$ cat config.mk
export PLATFORM = sky130hd
export DESIGN_NAME = ps2_kbd_rx
export DESIGN_NICKNAME = d
export VERILOG_FILES = /design/src/rtl/ps2_kbd_rx.sv
export SDC_FILE = /design/constraint.sdc
export NUM_CORES = 1
export LEC_CHECK = 0
export ABC_CLOCK_PERIOD_IN_PS = 2500
export CAP_MARGIN = 20
export CORE_MARGIN = 1.5
export CORE_UTILIZATION = 53
export DETAILED_ROUTE_END_ITERATION = 10
export GPL_TIMING_DRIVEN = 0
export PLACE_DENSITY = 0.79
export SYNTH_ARGS = -nofsm -noshare
export SYNTH_HDL_FRONTEND = slang
export SYNTH_SLANG_ARGS = --single-unit
$ cat constraint.sdc
create_clock -name clk_i -period 2.5 [get_ports clk_i]
set_input_delay 0.25 -clock clk_i [delete_from_list [all_inputs] [get_ports clk_i]]
set_output_delay 0.25 -clock clk_i [all_outputs]
set_load 0.005 [all_outputs]
$ cat src/rtl/ps2_kbd_rx.sv
// ============================================================================
// ps2_kbd_rx : PS/2 keyboard receiver with set-2 E0/F0 prefix decoding
// Revision   : 1.0
// ============================================================================
`timescale 1ns/1ps
`default_nettype none

module ps2_kbd_rx #(
  parameter int unsigned FILTER_LEN  = 8,
  parameter int unsigned TIMEOUT_CYC = 2000
) (
  input  logic        clk_i,
  input  logic        rst,
  input  logic        ps2_clk_i,
  input  logic        ps2_data_i,
  output logic [31:0] data_o,
  output logic        we_o,
  output logic        frame_err_o
);

  localparam int unsigned FW = $clog2(FILTER_LEN + 1);
  localparam int unsigned TW = $clog2(TIMEOUT_CYC + 1);

  localparam logic [7:0] C_BYTE_EXT = 8'hE0;
  localparam logic [7:0] C_BYTE_BRK = 8'hF0;

  typedef enum logic [1:0] {
    ST_IDLE   = 2'd0,
    ST_DATA   = 2'd1,
    ST_PARITY = 2'd2,
    ST_STOP   = 2'd3
  } state_t;

  // input conditioning
  logic          clk_meta_q, clk_sync_q;
  logic          data_meta_q, data_sync_q;
  logic          filt_q, filt_d;
  logic [FW-1:0] fcnt_q, fcnt_d;
  logic          fall_q, fall_d;

  // frame state
  state_t        state_q, state_d;
  logic [2:0]    bcnt_q, bcnt_d;
  logic [7:0]    shift_q, shift_d;
  logic          par_q, par_d;
  logic [TW-1:0] tcnt_q, tcnt_d;
  logic          ext_q, ext_d;
  logic          brk_q, brk_d;
  logic [10:0]   data_q, data_d;
  logic          we_q, we_d;
  logic          err_q, err_d;
  logic          timeout_w;
  logic          frame_ok_w;

  always_ff @(posedge clk_i) begin
    if (!rst) begin
      clk_meta_q  <= 1'b1;
      clk_sync_q  <= 1'b1;
      data_meta_q <= 1'b1;
      data_sync_q <= 1'b1;
      filt_q      <= 1'b1;
      fcnt_q      <= '0;
      fall_q      <= 1'b0;
    end else begin
      clk_meta_q  <= ps2_clk_i;
      clk_sync_q  <= clk_meta_q;
      data_meta_q <= ps2_data_i;
      data_sync_q <= data_meta_q;
      filt_q      <= filt_d;
      fcnt_q      <= fcnt_d;
      fall_q      <= fall_d;
    end
  end

  // Level flips only after FILTER_LEN consecutive samples disagree with it.
  always_comb begin
    filt_d = filt_q;
    fcnt_d = '0;
    if (clk_sync_q != filt_q) begin
      if (fcnt_q == FW'(FILTER_LEN - 1)) begin
        filt_d = clk_sync_q;
      end else begin
        fcnt_d = fcnt_q + FW'(1);
      end
    end
    fall_d = filt_q & ~filt_d;
  end

  always_ff @(posedge clk_i) begin
    if (!rst) begin
      state_q <= ST_IDLE;
      bcnt_q  <= '0;
      shift_q <= '0;
      par_q   <= 1'b0;
      tcnt_q  <= '0;
      ext_q   <= 1'b0;
      brk_q   <= 1'b0;
      data_q  <= '0;
      we_q    <= 1'b0;
      err_q   <= 1'b0;
    end else begin
      state_q <= state_d;
      bcnt_q  <= bcnt_d;
      shift_q <= shift_d;
      par_q   <= par_d;
      tcnt_q  <= tcnt_d;
      ext_q   <= ext_d;
      brk_q   <= brk_d;
      data_q  <= data_d;
      we_q    <= we_d;
      err_q   <= err_d;
    end
  end

  assign timeout_w  = (state_q != ST_IDLE) && (tcnt_q == TW'(TIMEOUT_CYC - 1));
  assign frame_ok_w = data_sync_q && ((^shift_q) ^ par_q);

  always_comb begin
    state_d = state_q;
    bcnt_d  = bcnt_q;
    shift_d = shift_q;
    par_d   = par_q;
    tcnt_d  = '0;
    ext_d   = ext_q;
    brk_d   = brk_q;
    data_d  = data_q;
    we_d    = 1'b0;
    err_d   = 1'b0;

    if (state_q != ST_IDLE) begin
      tcnt_d = fall_q ? '0 : tcnt_q + TW'(1);
    end

    // A timeout wins over a coincident fall so the fall cannot restart a frame.
    if (timeout_w) begin
      state_d = ST_IDLE;
      err_d   = 1'b1;
      ext_d   = 1'b0;
      brk_d   = 1'b0;
    end else if (fall_q) begin
      case (state_q)
        ST_IDLE: begin
          if (!data_sync_q) begin
            state_d = ST_DATA;
            bcnt_d  = '0;
          end
        end
        ST_DATA: begin
          shift_d = {data_sync_q, shift_q[7:1]};
          bcnt_d  = bcnt_q + 3'd1;
          if (bcnt_q == 3'd7) begin
            state_d = ST_PARITY;
          end
        end
        ST_PARITY: begin
          par_d   = data_sync_q;
          state_d = ST_STOP;
        end
        ST_STOP: begin
          state_d = ST_IDLE;
          if (!frame_ok_w) begin
            err_d = 1'b1;
            ext_d = 1'b0;
            brk_d = 1'b0;
          end else if (shift_q == C_BYTE_EXT) begin
            ext_d = 1'b1;
          end else if (shift_q == C_BYTE_BRK) begin
            brk_d = 1'b1;
          end else begin
            data_d = {1'b1, ext_q, brk_q, shift_q};
            we_d   = 1'b1;
            ext_d  = 1'b0;
            brk_d  = 1'b0;
          end
        end
        default: state_d = ST_IDLE;
      endcase
    end
  end

  assign data_o      = {21'b0, data_q};
  assign we_o        = we_q;
  assign frame_err_o = err_q;

endmodule

`default_nettype wire

Yosys cells after proc, flatten, opt, wreduce, memory -nomap -nowiden
Index checks and enable logic that the tools add are counted.
Widths: inputs -> output; s select.
{"block": "classes", "add_sub_neg": 3, "n_eq_ne": 13, "muxes": 18, "bitwise_logic": 12, "n_reduce_logical": 17}
{"operator": "$eq 8x8->1 const B", "n": 2}
{"operator": "$reduce_and 3->1", "n": 5}
{"operator": "$mux 1", "n": 13}
{"operator": "$add 11x1->11 const B", "n": 1}
{"operator": "$eq 11x11->1 const B", "n": 1}
{"operator": "$not 1->1", "n": 10}
{"operator": "$pmux 2 s4", "n": 1}
{"operator": "$reduce_xor 8->1", "n": 1}
{"operator": "$ne 2x2->1 const B", "n": 3}
{"operator": "$pmux 3 s2", "n": 1}
{"operator": "$reduce_and 6->1", "n": 1}
{"operator": "$reduce_or 3->1", "n": 2}
{"operator": "$reduce_or 6->1", "n": 1}
{"operator": "$add 4x1->4 const B", "n": 1}
{"operator": "$eq 2x2->1 const B", "n": 2}
{"operator": "$eq 4x3->1 const B", "n": 1}
{"operator": "$mux 2", "n": 2}
{"operator": "$reduce_and 4->1", "n": 1}
{"operator": "$reduce_bool 2->1", "n": 2}
{"operator": "$add 3x1->3 const B", "n": 1}
{"operator": "$eq 3x3->1 const B", "n": 1}
{"operator": "$mux 3", "n": 1}
{"operator": "$ne 3x3->1 const B", "n": 1}
{"operator": "$eq 2x1->1 const B", "n": 1}
{"operator": "6 further kinds", "n": 7}
{"block": "word_totals", "register_bits": 50, "inputBits": 4, "out_inout_bits": 34, "elab_cells": 80}

Depth between registers and ports, before layout
Gate-level depths: netlist of the first run.
{"block": "depth", "ltp_word": 7, "depth_mapped": 8, "mapped_depth_nobuf": 6}

Least setup slack after synthesis of the first run
No wires, ideal clock.
{"block": "synth_path", "kind": "reg-to-reg", "from": "reg state_q[0]", "to": "reg data_q[10]", "setup_time_ps": 115, "t_arrival_ps": 1811, "required_time_ps": 2385, "path_slack_ps": 574, "path_stages_with_launch": 9, "path_buffers": 2, "synth_period_minus_slack_ps": 1926, "path_cell_list": "dfxtp_1 -> inv_1 -> ha_1 -> nor4b_4 -> and3_1 -> buf_6 -> and4bb_4 -> buf_6 -> o21a_1"}
{"block": "synth_between", "elab_chain_len": 4, "elab_cells_between_ends": 5, "cone_classes": "eq/ne (1); bitwise (1); reduce/logical (3)"}
{"item": "start: declaration", "line_no": "42", "rtl": "state_t state_q, state_d;"}
{"item": "start signal: assignment", "line_no": "102", "rtl": "state_q <= state_d;"}
{"item": "$reduce_bool 2->1", "line_no": "115", "rtl": "assign timeout_w = (state_q != ST_IDLE) && (tcnt_q == TW'(TIMEOUT_CYC - 1));"}
{"item": "$logic_and 1x1->1", "line_no": "115"}
{"item": "$not 1->1 (no line)"}
{"item": "$reduce_and 6->1 (no line) *"}
{"item": "end signal: assignment", "line_no": "109", "rtl": "data_q <= data_d;"}
{"item": "end: declaration", "line_no": "49", "rtl": "logic [10:0] data_q, data_d;"}
Mark *: on every way between the ends. The rest lies on a longest branch, timed or not.
A chain may end at the register's enable or synchronous reset.

Worst setup path after layout of the first run
Same ends and word-level chain as after synthesis.

==> results.toml, run 1 <==
[clocking]
cts_setup_buffers = 0
root_buffer = "clkbuf_8"
cts_hold_buf = 0
numCtsBuffers = 5
clk_latency_ns = 0.31
clk_pin_slew_worst_paths_ns = 0.09
cts.sinks = 50
cts_resized = 0
max-clock-path-buffers = 2
cts_tree = "yes"
cts_htree_levels = 2

[timing]
hold_viol = 0
final.setup.tns_ns = 0
skew_ns = 0.0107
relSlewSlack_pct = 65.0
fmax_ghz = 0.479
finalCriticalPeriod_ns = 2.09
fin_crit_sh_pct = 83.5
setup_viol = 0
drv_slew = 0
worst_pin_slew_ns = 0.525
rsz0062_at_grt = "no"

[synthesis]
synth_edf_count = 0
syn_area_um2 = 2360
syn_inst = 253
synth_seq_area_share_pct = 42.5
synth.avg_cell_area_um2 = 9.32
yosysWarnings = 0
synth.distinct_cells = 37
synthFlopType = "dfxtp_1"
synthArstFlopShare_pct = 0
synth-seq-cells = 50

[worst_setup_path]
arrival_ns = 2.30
path_max_fanout = 10
end_kind = "flop"
path_class = "flop to flop"
cp_num_buf_inv = 3
worst_path_most_repeated_cell = "buf_6"
worstPathRequired_ns = 2.71
crit_slowest_cell = "dfxtp_1"
startpoint_type = "flop"
cp_slowest_stage_delay_ns = 0.39
critPathTopFamily = "simple AND/OR/NAND/NOR gates"
r2r-start = "state_q[0]"
crit_path_start = "state_q[0]"
crit_chain = "inv_1, ha_1, nor4b_4, and3_1, buf_6, and4bb_4, buf_6, o21a_1"

[drt]
vias = 1711
viasPerCell = 4.93
wl_per_cell_um = 12.3
routed_wl_um = 4260
antenna_left = 0
first_pass_iters = 4
drtIter0Drc = 65
drc_errors = 0

[floorplan]
dieArea_um2 = 4860
die_y_um = 69.7
start_util_pct = 54.5
rows = 24
fp.dieW_um = 69.7
coreArea_um2 = 4320
io_pins = 38

[global_routing]
overflow = 0
grt_use_met2_pct = 31.0
track_usage_pct = 18.1
use_met1_pct = 23.0
grt_max_degree = 16
grtUsageMet3_pct = 4.80
grt_pass1_wl_um = 7020
grt_pass1_vias = 1542
antenna_found_initial = 0
busiest_layer = "met2"

[cells_and_area]
final_nets = 312
area_delta_synth_final_pct = 16.9
layout-drive-gt1-share_pct = 11.5
final_cells = 347
final_cell_mix = "dfxtp_1, nand2_1, nor2_1"
final_common_cell = "dfxtp_1"
num_antenna_cells = 0
fin_util_pct = 63.7

[power]
p_per_area_nw_per_um2 = 514
max-vdd-ir-drop_v = 0.000450
leakagePower_uw = 0.00111
p_total_uw = 1420

[place]
post-place-cells = 340
dp_hpwl_um = 3040
gp_congestion = 0.806
port_buffers = 15

[job]
drv_cap = 0

[min_path]
hp-start = "rst"
worstHoldPathType = "input pin to flop"

[status]
outcome = "finished clean"
[logic make-up after synthesis]
group / after synthesis / share of synthesized area, %
xor gates and xnor gates: 14 / 5.79
muxes: 20 / 8.49
and+or+nand+nor: 93 / 20.0
adders and majority gates: 13 / 6.90
buffers and inverters: 39 / 10.3
other: 1 / 0.159
DFF: 50 / 42.5
AOI/OAI and AO/OA: 23 / 5.89
[worst reg2reg max path, stage by stage (launching register included)]
cell	delay [ns]
dfxtp_1	0.39
inv_1	0.08
ha_1	0.29
nor4b_4	0.34
and3_1	0.21
buf_6	0.12
and4bb_4	0.25
buf_6	0.15
o21a_1	0.17
[final timing paths]
check,slack [ns],cells after the start,endpoint
max,0.41,8,data_q[10]
min reg2reg,0.42,1,data_sync_q
min,0.27,2,clk_sync_q
max reg2reg,0.41,8,data_q[10]
[synth_stat cells, types with 2 or more instances]
library cell	number	area [µm²]
buf_4	21	158
o21a_1	2	15.0
ha_1	13	163
mux2i_1	20	200
buf_2	2	10.0
nor2_1	23	86.3
and2_1	3	18.8
xnor2_1	6	52.6
buf_6	2	22.5
dfxtp_1	50	1000
nand2_1	33	124
and3_1	6	37.5
a21oi_1	7	35.0
nand3_1	8	40.0
inv_1	9	33.8
clkbuf_1	5	18.8
a31oi_1	2	12.5
o2111ai_1	3	26.3
o21ai_0	7	35.0
and4_1	3	26.3
xor2_1	7	61.3
nand2b_1	6	37.5
[flip-flops by register name, indices dropped and copies added, names as in the netlist, 2 cells and up]
name     cells
state_q      2
bcnt_q       3
shift_q      8
fcnt_q       4
tcnt_q      11
data_q      11
[routing by layer]
| metal | vias up | share of wire [%] | wire length, µm |
|---|---|---|---|
| met5 | - | 0 | 0 |
| met4 | 0 | 0.94 | 40 |
| met3 | 5 | 3.4 | 145 |
| met2 | 23 | 47 | 2010 |
| met1 | 800 | 48 | 2070 |
| li1 | 883 | - | - |
[cell type report]
| class | instances | area, µm² |
|---|---|---|
| fillers | 371 | 1570 |
| clock buffers | 5 | 68.8 |
| inverters | 9 | 33.8 |
| clock inverters | 2 | 38.8 |
| well taps | 52 | 65.1 |
| plain buffers | 30 | 209 |
| repair buffers | 15 | 150 |
| multi-input cells | 184 | 1190 |
| flip-flops and latches | 50 | 1000 |
[stage by stage]
| step | cell area [µm²] | hold slack (ns) | worst slack (ns) |
|---|---|---|---|
| 2_1_floorplan | 2430 | 0.351 | 0.574 |
| 5_1_grt | 2760 | 0.298 | 0.254 |
| 3_5_place_dp | 2650 | 0.400 | 0.438 |
| 4_1_cts | 2760 | 0.274 | 0.408 |
| 6_report | 2760 | 0.271 | 0.414 |
| 3_3_place_gp | 2650 | 0.393 | 0.447 |
[report_power, final]
part           internal [µW]  total [µW]  switching [µW]
sequential               799         802            2.57
combinational           28.2        58.3            30.1
clock                    294         557             262
total                   1120        1420             295
(Power assumes the default switching activity.)
==> run 2, diff against run 1 <==
Settings changed: ABC_CLOCK_PERIOD_IN_PS 2500 to 1800, CORE_UTILIZATION 53 to 48, PLACE_DENSITY 0.79 to 0.76.
Clock period 2.5 ns to 1.8 ns, I/O delays scaled along.
==> run 2 against run 1 <==
The flow now finishes with violations (setup timing). Setup slack lost 0.50 ns. Final area grew 9.7%. Count of clock-buffer cells in the layout grew 1. Critical path type unchanged. Critical endpoint is now data_q[3].
==> results.toml, run 2 (synthesis results as in run 1) <==
[timing]
hold_viol = 0
finalCriticalPeriod_ns = 1.89
drv_slew = 0
fin_crit_sh_pct = 105
setup_viol = 9
setup_slack_ns = -0.0852
skew_ns = 0.00447
rsz0062_at_grt = "yes"
fmax_ghz = 0.530

[min_path]
worstHoldPathType = "input pin to flop"

[cells_and_area]
layout-drive-gt1-share_pct = 24.8
final_cell_mix = "dfxtp_1, buf_4, nand2_1"
num_antenna_cells = 0
area_delta_synth_final_pct = 28.2
final_common_cell = "dfxtp_1"
fin_util_pct = 64.0
reg.largest.list = "data_q x11, tcnt_q x11, shift_q x8"
final_nets = 327
fillers = 376

[drt]
drtIter0Drc = 52
vias = 1785
antenna_left = 0
first_pass_iters = 4
routed_wl_um = 4570
viasPerCell = 4.72
wl_per_cell_um = 12.1
drc_errors = 0

[job]
drv_cap = 0

[global_routing]
antenna_found_initial = 0
grt_pass1_vias = 1706
overflow = 0
track_usage_pct = 17.8
grt_pass1_wl_um = 7330
grt_max_degree = 17

[power]
leakagePower_uw = 0.00121
switching_share_pct = 22.3
clkPwrFrac_pct = 36.8
switchingPower_uw = 421
power_frac_comb_pct = 4.2
max-vdd-ir-drop_v = 0.000378
p_int_uw = 1460
p_seq_share_pct = 59.0
p_per_area_nw_per_um2 = 623

[clocking]
clk_latency_ns = 0.31
max-clock-path-buffers = 2
cts_tree = "yes"
clk_pin_slew_worst_paths_ns = 0.09
numCtsBuffers = 5
root_buffer = "clkbuf_8"
cts_htree_levels = 2
cts.sinks = 50

[floorplan]
die_y_um = 73.1
dieArea_um2 = 5340
io_pins = 38
rows = 25
fp.dieW_um = 73.1
start_util_pct = 49.9
coreArea_um2 = 4720

[place]
port_buffers = 15
post-place-ws_ns = -0.142
dp_hpwl_um = 2960
gp_congestion = 0.810

[worst_setup_path]
end_kind = "flop"
path_class = "flop to flop"
path_max_fanout = 5
startpoint_type = "flop"
worstPathRequired_ns = 2.00
arrival_ns = 2.08

[status]
outcome = "finished with violations"
violations = "setup timing"
[run 2: changes by cell type in the layout (fill, tap and decap cells not counted), moves of 2 or more]
cell / change
buf_4: +14
dfxtp_1: -11
dfxtp_2: +9
ha_1: -7
ha_4: +6
inv_1: -5
inv_2: +5
buf_2: -2
dfxtp_4: +2
xnor2_1: -2
xnor2_2: +2
[run 2: per-stage QoR]
step | instance area [µm²] | hold WS, ns | total power (µW) | std cells | TNS (ns)
4_1_cts | 2970 | 0.174 | 1910 | 374 | -0.273
2_1_floorplan | 2450 | 0.281 | 1200 | 273 | -0.0534
3_3_place_gp | 2680 | 0.393 | 1220 | 355 | -1.08
5_1_grt | 3020 | 0.189 | 1960 | 378 | -0.976
6_report | 3020 | 0.184 | 1880 | 378 | -0.557
3_5_place_dp | 2680 | 0.403 | 1220 | 355 | -1.25
[run 2: cell type report]
type,count,area (µm²),area share [%]
flip-flops and latches,50,1020,33.7
multi-input cells,184,1290,42.7
inverters,9,33.8,1.12
clock inverters,2,16.3,0.538
clock buffers,6,82.6,2.73
well taps,67,83.8,2.77
plain buffers,29,210,6.96
repair buffers,31,287,9.48
[run 2: per-layer routing]
metal	global-route usage, %	share of wire (%)	up-vias
met4	6.92	1.9	0
met5	0	0	-
met2	29.5	49	43
met3	4.97	4.1	9
met1	21.8	45	820
li1	-	-	913
[run 2: path summary, 6_finish.rpt]
kind / slack (ns) / cells past startpoint / to / startpoint
worst max-delay path: -0.09 / 8 / data_q[3] / shift_q[0]
worst min-delay path: 0.18 / 2 / data_sync_q / rst
worst max register to register: -0.09 / 8 / data_q[3] / shift_q[0]
worst min register to register: 0.42 / 1 / data_sync_q / data_meta_q
[run 2: timing repair]
action / CTS / global route
gates cloned: 1 / 0
endpoints found under the setup margin: 10 / 17
resized for setup: 21 / 11
hold buffers: 0 / 0
buffers inserted: 11 / 5
pin swaps: 8 / 5
endpoints found under the hold margin: 0 / 0
[run 2: worst max-delay path: stages (launching register included)]
cell and delay, ns:
dfxtp_2 0.35, inv_2 0.05, ha_4 0.24, xnor2_2 0.17, xnor3_1 0.37, and4bb_4 0.24, buf_12 0.13, buf_8 0.12
mux2i_1 0.11
[run 2: power groups by stage]
stage	combinational, µW	sequential [µW]	clock (µW)
6_report	79.5	1110	693
5_1_grt	89.1	1110	758
4_1_cts	77.3	1110	722
3_5_place_dp	77.2	1140	0
3_3_place_gp	76.8	1140	0
2_1_floorplan	64.1	1140	0
